<file path="config.mk">
export PLATFORM = sky130hd
export DESIGN_NAME = mag_comp_seq
export DESIGN_NICKNAME = d
export VERILOG_FILES = /design/src/rtl/mag_comp_seq.sv
export SDC_FILE = /design/constraint.sdc
export NUM_CORES = 1
export LEC_CHECK = 0
export ABC_AREA = 1
export BUFFER_PORTS_ARGS = -buffer_cell sky130_fd_sc_hd__buf_2
export CORE_MARGIN = 5
export CORE_UTILIZATION = 57
export DETAILED_ROUTE_END_ITERATION = 8
export PLACE_DENSITY_LB_ADDON = 0.05
export SYNTH_ARGS = -nofsm -noshare
export SYNTH_HDL_FRONTEND = slang
export SYNTH_SLANG_ARGS = --single-unit
</file>
<file path="constraint.sdc">
create_clock -name clk -period 2.8 [get_ports clk]
set_input_delay 0.84 -clock clk [delete_from_list [all_inputs] [get_ports clk]]
set_output_delay 0.84 -clock clk [all_outputs]
set_load 0.05 [all_outputs]
</file>
<file path="src/rtl/mag_comp_seq.sv">
// mag_comp_seq: sequential magnitude comparator.
// Compares two WIDTH-bit operands DIGIT bits per clock, most-significant digit
// first, behind a start/done handshake. When SIGNED=1 the top digit is compared
// as a two's-complement value; all lower digits are always compared unsigned.
//
// Optional feature macro: MAG_COMP_EARLY_EXIT_EN
//   defined   : the compare finishes on the edge that sees the first unequal digit.
//   undefined : constant time, always NDIG edges in CMP; flags are identical.
//
// Ports:
//   clk        in   rising-edge clock
//   rst_n      in   asynchronous active-low reset
//   start      in   request a compare (sampled only while idle)
//   a, b       in   WIDTH-bit operands, sampled with start
//   busy       out  compare in progress
//   done       out  one-cycle pulse, result flags valid
//   a_greater  out  A > B
//   b_greater  out  B > A
//   both_equal out  A == B
module mag_comp_seq #(
  parameter int unsigned WIDTH  = 8,
  parameter int unsigned DIGIT  = 1,
  parameter int unsigned SIGNED = 0
) (
  input  logic             clk,
  input  logic             rst_n,
  input  logic             start,
  input  logic [WIDTH-1:0] a,
  input  logic [WIDTH-1:0] b,
  output logic             busy,
  output logic             done,
  output logic             a_greater,
  output logic             b_greater,
  output logic             both_equal
);

  localparam int unsigned NDIG = WIDTH / DIGIT;
  localparam int unsigned IW   = (NDIG > 1) ? $clog2(NDIG) : 1;
  localparam logic [IW-1:0] IDX_MSD = IW'(NDIG - 1);

  typedef enum logic {ST_IDLE, ST_CMP} state_t;

  state_t           r_state, w_state_nx;
  logic [WIDTH-1:0] r_a, r_b, w_a_nx, w_b_nx;
  logic [IW-1:0]    r_idx, w_idx_nx;
  logic             r_decided, w_decided_nx;
  logic             r_a_wins, w_a_wins_nx;
  logic             r_busy, w_busy_nx;
  logic             r_done, w_done_nx;
  logic             r_agt, w_agt_nx;
  logic             r_bgt, w_bgt_nx;
  logic             r_eq, w_eq_nx;

  logic [DIGIT-1:0] w_da, w_db;
  logic             w_dig_gt, w_dig_lt;
  logic             w_first_diff, w_last, w_finish;

  // Operands are shifted left each step, so the current digit is always on top.
  assign w_da = r_a[WIDTH-1 -: DIGIT];
  assign w_db = r_b[WIDTH-1 -: DIGIT];

  // Digit compare; only the most-significant digit carries a sign.
  always_comb begin
    w_dig_gt = (w_da > w_db);
    w_dig_lt = (w_da < w_db);
    if ((SIGNED != 0) && (r_idx == IDX_MSD)) begin
      w_dig_gt = ($signed(w_da) > $signed(w_db));
      w_dig_lt = ($signed(w_da) < $signed(w_db));
    end
  end

  assign w_first_diff = !r_decided && (w_dig_gt || w_dig_lt);
  assign w_last       = (r_idx == '0);

`ifdef MAG_COMP_EARLY_EXIT_EN
  assign w_finish = w_last || w_first_diff;
`else
  assign w_finish = w_last;
`endif

  // Next-state and next-output logic.
  always_comb begin
    w_state_nx   = r_state;
    w_a_nx       = r_a;
    w_b_nx       = r_b;
    w_idx_nx     = r_idx;
    w_decided_nx = r_decided;
    w_a_wins_nx  = r_a_wins;
    w_busy_nx    = r_busy;
    w_done_nx    = 1'b0;
    w_agt_nx     = r_agt;
    w_bgt_nx     = r_bgt;
    w_eq_nx      = r_eq;

    case (r_state)
      ST_IDLE: begin
        if (start) begin
          w_a_nx       = a;
          w_b_nx       = b;
          w_idx_nx     = IDX_MSD;
          w_decided_nx = 1'b0;
          w_a_wins_nx  = 1'b0;
          w_agt_nx     = 1'b0;
          w_bgt_nx     = 1'b0;
          w_eq_nx      = 1'b0;
          w_busy_nx    = 1'b1;
          w_state_nx   = ST_CMP;
        end
      end
      ST_CMP: begin
        // First unequal digit latches the winner; later digits cannot override.
        if (w_first_diff) begin
          w_decided_nx = 1'b1;
          w_a_wins_nx  = w_dig_gt;
        end
        w_a_nx   = r_a << DIGIT;
        w_b_nx   = r_b << DIGIT;
        w_idx_nx = r_idx - IW'(1);
        if (w_finish) begin
          w_idx_nx   = '0;
          w_state_nx = ST_IDLE;
          w_busy_nx  = 1'b0;
          w_done_nx  = 1'b1;
          w_agt_nx   = w_decided_nx && w_a_wins_nx;
          w_bgt_nx   = w_decided_nx && !w_a_wins_nx;
          w_eq_nx    = !w_decided_nx;
        end
      end
      default: w_state_nx = ST_IDLE;
    endcase
  end

  // State and output registers.
  always_ff @(posedge clk or negedge rst_n) begin
    if (!rst_n) begin
      r_state   <= ST_IDLE;
      r_a       <= '0;
      r_b       <= '0;
      r_idx     <= '0;
      r_decided <= 1'b0;
      r_a_wins  <= 1'b0;
      r_busy    <= 1'b0;
      r_done    <= 1'b0;
      r_agt     <= 1'b0;
      r_bgt     <= 1'b0;
      r_eq      <= 1'b0;
    end else begin
      r_state   <= w_state_nx;
      r_a       <= w_a_nx;
      r_b       <= w_b_nx;
      r_idx     <= w_idx_nx;
      r_decided <= w_decided_nx;
      r_a_wins  <= w_a_wins_nx;
      r_busy    <= w_busy_nx;
      r_done    <= w_done_nx;
      r_agt     <= w_agt_nx;
      r_bgt     <= w_bgt_nx;
      r_eq      <= w_eq_nx;
    end
  end

  assign busy       = r_busy;
  assign done       = r_done;
  assign a_greater  = r_agt;
  assign b_greater  = r_bgt;
  assign both_equal = r_eq;

endmodule
</file>
== Word level (Yosys, flattened, before mapping) ==
Cells that the tools add are included.

* RAM bits: 0
* Bits in read-only memories: 0
* Output and inout bits: 5
* Logic and storage cells: 54
* Bits in latches: 0
* Memories kept: 0
* Bits in registers: 27

* Equality and inequality tests: 2
* Reductions and logical operators: 9
* Divide/modulo/power cells: 0
* Bitwise gates (word level): 1
* $add $sub $neg: 1
* Multipliers: 0
* Shift operators: 0
* Multiplexer cells: 28
* Order comparisons: 2

{| class="wikitable"
|+ Operator list
! operator !! number
|-
| $pmux 8 s2 || 2
|-
| $mux 8 || 2
|-
| $mux 1 || 14
|-
| $pmux 1 s2 || 7
|-
| $mux 3 || 2
|-
| $pmux 3 s2 || 1
|-
| $logic_and 1x1->1 || 3
|-
| $logic_not 1->1 || 3
|-
| $logic_not 3->1 || 1
|-
| $sub 3x1->3 const B || 1
|-
| $ne 2x1->1 const B || 1
|-
| $ne 2x2->1 const B || 1
|-
| $reduce_and 2->1 || 1
|-
| $gt 1x1->1 || 1
|-
| $logic_or 1x1->1 || 1
|-
| $lt 1x1->1 || 1
|-
| $not 1->1 || 1
|}

== Logic depth before layout (Yosys ltp) ==
Gate-level depths: netlist (run 1).

* Depth in word-level cells: 9
* Mapped depth: 7
* Gate-level depth less buffers: 7

== Worst setup path after synthesis (run 1) ==
Ideal clock, no wire load.

* Path kind: register to output
* Start point: reg r_busy, in the netlist busy
* End point: out busy
* Slack: 1359 ps
* Cell stages (with the launch flop): 1
* Path buffers: 0
* Arrival: 601 ps
* Path through: dfrtp_1

{| class="wikitable"
|+ RTL lines
! element !! line !! source
|-
| start: declaration || 48 || <nowiki>logic r_busy, w_busy_nx;</nowiki>
|-
| start signal: assignment || 154 || <nowiki>r_busy <= w_busy_nx;</nowiki>
|-
| end: declaration || 30 || <nowiki>output logic busy,</nowiki>
|}

No word-level cell between the ends.

== Final worst setup path (run 1) ==
* Start point: reg r_eq, in the netlist both_equal
* End point: out both_equal

{| class="wikitable"
|+ RTL lines
! element !! line !! source
|-
| start: declaration || 52 || <nowiki>logic r_eq, w_eq_nx;</nowiki>
|-
| start signal: assignment || 158 || <nowiki>r_eq <= w_eq_nx;</nowiki>
|-
| end: declaration || 34 || <nowiki>output logic both_equal</nowiki>
|}

No word-level cell between the ends.

==> metrics.txt, run 1 <==
outcome finished, final reports clean; max-cap violation count 0; Initial DRC Count 15; critical path's top delay family flip-flops; Die ar. 0.00312 mm^2; DRC Markers 0; VDD IR-drop max 0.708 mV; clock latency on the worst-skew pair 0.32 ns; Synth Area in XOR/XNOR 0%; num ports 24; crit path max-delay cell type dfrtp_1; Setup crit end kind output port; Resize count post-CTS 0; routed wire length 2.27 mm; P per Cell Area 1000 mW/mm^2; share of cells above drive strength 1 18.3%; Slew Viols, Final 0; Required @ worst endpoint 1.96 ns; Largest regs r_a (8), r_b (8), r_idx (3); CTS tree done; Setup violations, final 0; Reg clk slew, reported paths 0.15 ns; cells after synthesis 141; Area growth syn-to-layout 12.7%; syn nets 163; Adder-Cell Fraction of Synth Area 3.13%; total CTS buffers 3; Final nets 187; largest stage delay on the critical path 0.38 ns; setup repair bufs after CTS 0; hold_buf cts 0; ant diodes 0; detailed placer's ending HPWL 1.61 mm; Core Footprint 0.00198 mm^2; Worst Hold Class reg -> reg; CTS max path bufs 2; YS warnings 0; static leakage 0.000699 uW; sequential-to-total area share from yosys stat 56.4%; fin util 68.2%; Data arrival, critical path 0.96 ns; worst-margin pin slew 0.734 ns; Final GP Congestion 0.759; Max H-tree Level 1; Chip Width 55.9 um; CP Launch Type flip-flop; Slew HR 51.0%; crit path kind reg -> out; Routed WL per cell 11.9 um; Clock Sinks 27; first-pass iteration count of the detailed router 4; Simple-Gate Fraction of Synth Area 27.8%; die height 55.9 um; worst path bufs/invs 1; Achievable Freq 554 MHz; Compound-Gate Fraction of Synth Area 7.10%; initial core utilization 60.5%; antenna violations before repair 0; synthesized area per cell 8.50 um^2; pin count of the biggest net entering global routing 28; vias per cell 5.07; post-synthesis instance area 0.00120 mm^2; CTS root buf clkbuf_4; post-route ant nets 0; worst-path cell chain buf_2; mux cell area share after synthesis 0%; setup ws final 0.996 ns; first-pass GRT wire length 4.12 mm; final hold slack 0.493 ns; grt ovf 0; final non-filler cell total 191; via count 969; gr usage total 16.6%; vias in the first global route 965; post-synth cell types 14; pre-CTS setup slack 1.08 ns; flops & latches, synth 27; RSZ-0062 raised after global routing false; row count 16; final hold vios 0; main combinational cell family by area after synthesis simple AND/OR/NAND/NOR gates; # placed instances 187; final setup TNS 0 ns; Tmin final 1.80 ns; crit share post-route 64.4%; count of input and output buffers 23; Clock Skew 0.00447 ns; worst-path fanout max 2
-- logic make-up (layout without fill, tap and decap cells) --
family	count (synthesis)	count (layout)
AOI/OAI and AO/OA	15	15
adders and majority gates	3	3
buffers and inverters	15	38
DFF	27	27
and+or+nand+nor	81	81
-- layout make-up --
| type | instances | area [um^2] |
|---|---|---|
| timing repair buffer | 23 | 115 |
| sequential | 27 | 676 |
| clock buffer | 3 | 22.5 |
| inverter | 11 | 41.3 |
| multi-input combinational | 99 | 455 |
| tap | 27 | 33.8 |
| clock inverter | 1 | 7.51 |
| fill | 181 | 631 |
-- layout by cell type, fill, tap and decap left out --
cell type,synthesis,routed
o211ai_1,3,3
a21oi_1,5,5
clkbuf_4,0,3
nand2_1,58,58
ha_1,3,3
dfrtp_1,27,27
inv_2,1,1
o21ai_0,6,6
buf_2,0,23
nor2_4,2,2
clkinvlp_4,0,1
nand3_1,11,11
nor2_1,10,10
o21a_1,1,1
inv_1,10,10
-- report_power, final --
part | internal (uW) | total [uW] | leakage (uW) | switching (uW)
registers | 544 | 662 | 0.000345 | 118
logic | 173 | 521 | 0.000340 | 349
clock network | 54.6 | 169 | 0.0000139 | 115
-- through the flow --
step                total power, uW  cell area (um^2)
finish                         1350              1350
global route                   1470              1350
CTS                            1370              1350
detailed placement             1200              1320
global placement               1170              1320
floorplan                      1070              1200
-- cells in the mapped netlist --
library cell / instances / share of area (%)
nand3_1: 11 / 4.6
nand2_1: 58 / 18
o21ai_0: 6 / 2.5
o21a_1: 1 / 0.63
buf_4: 3 / 1.9
inv_2: 1 / 0.31
inv_1: 10 / 3.1
o211ai_1: 3 / 1.9
nor2_4: 2 / 1.9
a21oi_1: 5 / 2.1
nor2_1: 10 / 3.1
ha_1: 3 / 3.1
dfrtp_1: 27 / 56
clkbuf_1: 1 / 0.31
-- path summary, 6_finish.rpt --
kind	start	to	slack, ns	cells past startpoint
setup / recovery	both_equal	both_equal	1.0	1
hold / removal	b_greater	b_greater	0.49	2
setup reg to reg	r_state	r_idx[1]	1.21	4
hold reg to reg	b_greater	b_greater	0.49	2
max in group asynchronous	rst_n	r_b[6]	1.93	1
min in group asynchronous	rst_n	r_b[5]	0.50	1
-- routing by layer --
layer	track usage, %	wire length, um
met1	21.7	1010
met2	26.4	1110
met3	2.78	125
met4	8.47	23
met5	0	0
No activity file was read; power rests on OpenSTA's default activity.
==> run 2: changes to the inputs <==
Settings changed: ABC_AREA 1 to 0, CORE_UTILIZATION 57 to 53.
Clock period 2.8 ns to 1.7 ns, I/O delays scaled along.
==> run 2 against run 1 <==
Hold slack got worse by 0.33 ns; cell area rose by 5.3%; die area rose by 11%; critical path type unchanged; critical endpoint is now busy; largest cell class unchanged; largest power group unchanged; highest routed layer unchanged.
==> metrics.txt, run 2 <==
outcome finished, final reports clean; post-synthesis instance area 0.00126 mm^2; # placed instances 166; final setup TNS 0 ns; static leakage 0.000725 uW; count of input and output buffers 23; Tmin final 1.49 ns; largest stage delay on the critical path 0.39 ns; Chip Width 58.9 um; syn nets 140; most frequent cell after synthesis dfrtp_1; Adder-Cell Fraction of Synth Area 2.97%; CP Launch Type flip-flop; Fillers 225; detailed placer's ending HPWL 1.71 mm; Resize count post-CTS 0; Clock Sinks 27; P per Cell Area 1590 mW/mm^2; first-pass iteration count of the detailed router 2; Max Used Layer met4; vias in the first global route 938; total CTS buffers 3; worst-path cell chain buf_2; Worst Hold Class in -> async; Initial DRC Count 18; worst path bufs/invs 1; final non-filler cell total 170; mux cell area share after synthesis 13.5%; CTS tree done; setup repair bufs after CTS 0; met3 wire len 95 um; post-route ant nets 0; synthesized area per cell 10.7 um^2; Slew HR 61.6%; Routed WL per cell 13.3 um; Core Footprint 0.00225 mm^2; synth cell count leaders 27 x dfrtp_1, 17 x mux2i_1, 17 x nand2_1, 17 x o21ai_1, 8 x nor2_1; via count 897; Clock Skew 0.00415 ns; CTS root buf clkbuf_4; most common cell after layout, fill and taps aside dfrtp_1; hold_buf cts 0; cells after synthesis 118; Final nets 165; fin util 63.1%; Data arrival, critical path 0.98 ns; ant diodes 0; VDD IR-drop max 0.992 mV; power consumption 2260 uW; Max H-tree Level 1; CTS max path bufs 2; Reg clk slew, reported paths 0.13 ns; async set-reset flop share out of synthesis 100%; die height 58.9 um; critical path's top delay family flip-flops; share of cells above drive strength 1 23.9%; Slew Viols, Final 0; top cells by area, synth dfrtp_1 53%, mux2i_1 13%, o21ai_1 6.7%, nand2_1 5.0%, buf_12 3.2%; first-pass GRT wire length 4.00 mm; Synth Area in XOR/XNOR 0%; Yosys top cell area share 53.4%; Largest regs r_a (8), r_b (8), r_idx (3); Setup violations, final 0; Setup crit end kind output port; Die ar. 0.00346 mm^2; crit path max-delay cell type dfrtp_1; Simple-Gate Fraction of Synth Area 10.2%; worst-margin pin slew 0.575 ns; max-cap violation count 0; final hold vios 0; grt ovf 0; YS warnings 0; Yosys top cell by area dfrtp_1; Achievable Freq 672 MHz; gr usage total 15.2%; Compound-Gate Fraction of Synth Area 12.1%; initial core utilization 56.1%; main combinational cell family by area after synthesis multiplexers; sequential-to-total area share from yosys stat 53.4%; post-synth cell types 24; RSZ-0062 raised after global routing false; antenna violations before repair 0; Final GP Congestion 0.685; flops & latches, synth 27; row count 17; Area growth syn-to-layout 12.5%; routed wire length 2.25 mm; clock latency on the worst-skew pair 0.32 ns; ys flop type dfrtp_1; met2 WL 1.13 mm; num ports 24; crit share post-route 87.5%; vias per cell 5.28; Met1 Wirelength 988 um; most frequent cells in the layout 27 x dfrtp_1, 23 x buf_2, 17 x o21ai_1, 17 x nand2_1, 17 x mux2i_1; crit path kind reg -> out; DRC Markers 0; Post-synth EDFFs 0; worst-path fanout max 3; Required @ worst endpoint 1.19 ns; pin count of the biggest net entering global routing 28
==> run 2: final cells by class <==
cell class / count / area [um^2] / share of cell area, %
inverter: 7 / 26.3 / 1.85
tap: 28 / 35.0 / 2.46
clock buffer: 4 / 26.3 / 1.85
sequential: 27 / 676 / 47.5
timing repair buffer: 27 / 170 / 12.0
multi-input combinational: 77 / 489 / 34.4
==> run 2: report_power, final <==
part / leakage, uW / switching (uW) / internal (uW)
clock network: 0.0000150 / 181 / 92.0
logic: 0.000370 / 574 / 349
registers: 0.000341 / 162 / 899
==> run 2: stage by stage <==
| stage | instance area (um^2) | worst slack (ns) | hold slack (ns) |
|---|---|---|---|
| detailed placement | 1400 | 0.311 | 0.481 |
| global route | 1420 | 0.148 | 0.189 |
| floorplan | 1260 | 0.430 | 0.214 |
| global placement | 1400 | 0.378 | 0.465 |
| finish | 1420 | 0.212 | 0.162 |
| CTS | 1420 | 0.194 | 0.167 |
==> run 2: layer usage <==
metal  global-route usage (%)  up-vias
li1                         -      451
met1                     17.5      424
met2                     27.3       17
met3                     2.63        5
met4                     6.80        0
met5                        0        -
==> run 2: cell families after synthesis <==
family,count (synthesis)
buffers and inverters,14
AOI/OAI and AO/OA,26
DFF,27
and+or+nand+nor,31
muxes,17
adders and majority gates,3
==> run 2: worst paths after layout <==
check	start	cells after the start	end	slack, ns
setup / recovery	busy	1	busy	0.21
hold / removal	rst_n	1	r_a_wins	0.16
setup reg to reg	r_idx[0]	4	b_greater	0.29
hold reg to reg	r_a[5]	2	r_a[6]	0.51
max in group asynchronous	rst_n	1	r_b[6]	1.16
min in group clk	b[0]	3	r_b[0]	0.43
==> run 3: changes to the inputs <==
Settings changed: ABC_AREA 0 to not set, RECOVER_POWER set to 50.
==> run 3 against run 2 <==
Clock-buffer cell count is the same; register-to-register slack is essentially flat; core utilization shrank 0.22 points; hold slack gained 0.26 ns; sequential power is essentially flat; clock power is essentially flat; wire length shrank 0.44%; sequential share of layout area grew 0.17 points; clock skew shrank 0.00064 ns; cell count is the same; total power shrank 0.54%; critical path type unchanged; largest cell class unchanged.
==> metrics.txt, run 3 (synthesized netlist as in run 2, its figures left out) <==
most common cell after layout, fill and taps aside dfrtp_1; final setup TNS 0 ns; ant diodes 0; pin count of the biggest net entering global routing 28; Final nets 165; worst-path cell chain buf_2; final hold vios 0; setup repair bufs after CTS 0; post-route ant nets 0; gr usage total 15.2%; Slew HR 8.42%; r2r endpoint b_greater; Required @ worst endpoint 1.19 ns; met2 WL 1.12 mm; Slew Viols, Final 0; total CTS buffers 3; fin util 62.9%; max-cap violation count 0; met3 wire len 94 um; via count 895; CP Launch Type flip-flop; vias per cell 5.26; Max Used Layer met4; antenna violations before repair 0; sw frac 40.8%; Largest regs r_a (8), r_b (8), r_idx (3); CTS tree done; Worst Hold Class in -> reg; crit share post-route 87.6%; reg2reg start r_idx[0]; Die ar. 0.00346 mm^2; first-pass iteration count of the detailed router 2; # placed instances 166; Core Footprint 0.00225 mm^2; VDD IR-drop max 0.991 mV; Achievable Freq 672 MHz; Setup crit end kind output port; Design Area, Final 0.00142 mm^2; critical path's top delay family flip-flops; worst-path fanout max 3; final hold slack 0.426 ns; Levels on crit path 1; Combinational Power Share 40.6%; RSZ-0062 raised after global routing false; crit path kind reg -> out; Routed WL per cell 13.2 um; crit path to busy; crit path max-delay cell type dfrtp_1; vias in the first global route 938; largest stage delay on the critical path 0.39 ns; Max H-tree Level 1; first-pass GRT wire length 4.00 mm; Chip Width 58.9 um; Internal Power 1330 uW; Clock Skew 0.00350 ns; outcome finished, final reports clean; DP Area 0.00140 mm^2; Setup violations, final 0; most frequent cells in the layout 27 x dfrtp_1, 22 x buf_2, 17 x o21ai_1, 17 x nand2_1, 17 x mux2i_1; Met1 Wirelength 984 um; worst-margin pin slew 1.37 ns; worst path bufs/invs 1; count of input and output buffers 23; DRC Markers 0; final non-filler cell total 170; Clock power frac 12.2%; die height 58.9 um; P per Cell Area 1580 mW/mm^2; Area growth syn-to-layout 12.1%; Fillers 226; setup slack, reg-to-reg 0.29 ns; Register-to-Register Path Depth 4; static leakage 0.000719 uW; sequential share of power 47.2%; Switch Pwr 915 uW; row count 17; Tmin final 1.49 ns; initial core utilization 56.1%; Final GP Congestion 0.685; clock latency on the worst-skew pair 0.32 ns; grt ovf 0; routed wire length 2.24 mm; Clock Sinks 27; detailed placer's ending HPWL 1.71 mm; Resize count post-CTS 0; Initial DRC Count 18; share of cells above drive strength 1 22.5%; Data arrival, critical path 0.98 ns; CTS root buf clkbuf_4; Crit. Startpoint busy; hold_buf cts 0; num ports 24; CTS max path bufs 2; Reg clk slew, reported paths 0.14 ns
run 3: cell count changes in the layout (fill, tap and decap cells not counted):
cell / delta
buf_2: -1
clkbuf_1: +2
buf_4: -1
run 3: routing by layer:
layer / global-route usage (%) / up-vias
li1: - / 451
met1: 17.5 / 422
met2: 27.3 / 17
met3: 2.63 / 5
met4: 6.80 / 0
met5: 0 / -
run 3: worst reg2reg max path, stage by stage (launching register included):
cell and delay [ns]:
dfrtp_1 0.43, nor2_1 0.18, ha_1 0.27, nand2_1 0.15
a32o_1 0.28
run 3: through the flow:
stage / total power [uW] / setup WS [ns]
finish: 2240 / 0.212
global route: 2440 / 0.0951
CTS: 2290 / 0.194
detailed placement: 2010 / 0.311
global placement: 1960 / 0.378
floorplan: 1780 / 0.430
run 3: power groups by stage:
stage               Combinational [uW]  Sequential [uW]  Clock, uW
CTS                                941             1060        288
global route                      1020             1100        320
finish                             912             1060        273
global placement                   896             1060          0
detailed placement                 937             1070          0
floorplan                          610             1170          0
run 3: layout make-up:
cell class | instances | area (um^2) | area share [%]
Multi-Input combinational cell | 77 | 489 | 34.5
Inverter | 7 | 26.3 | 1.85
Sequential cell | 27 | 676 | 47.7
Tap cell | 28 | 35.0 | 2.47
Clock buffer | 4 | 26.3 | 1.85
Timing Repair Buffer | 27 | 165 | 11.7
run 3: how the worst min path moves through the flow:
stage / slack (ns) / to / depth (start not counted) / from
after floorplan: 0.21 / a_greater / 0 / rst_n
after global placement: 0.46 / r_b[4] / 2 / r_b[3]
after detailed placement: 0.48 / r_a[7] / 2 / r_a[6]
after CTS: 0.17 / r_b[7] / 1 / rst_n
after global routing: 0.43 / r_b[0] / 3 / b[0]
final: 0.43 / r_b[0] / 3 / b[0]
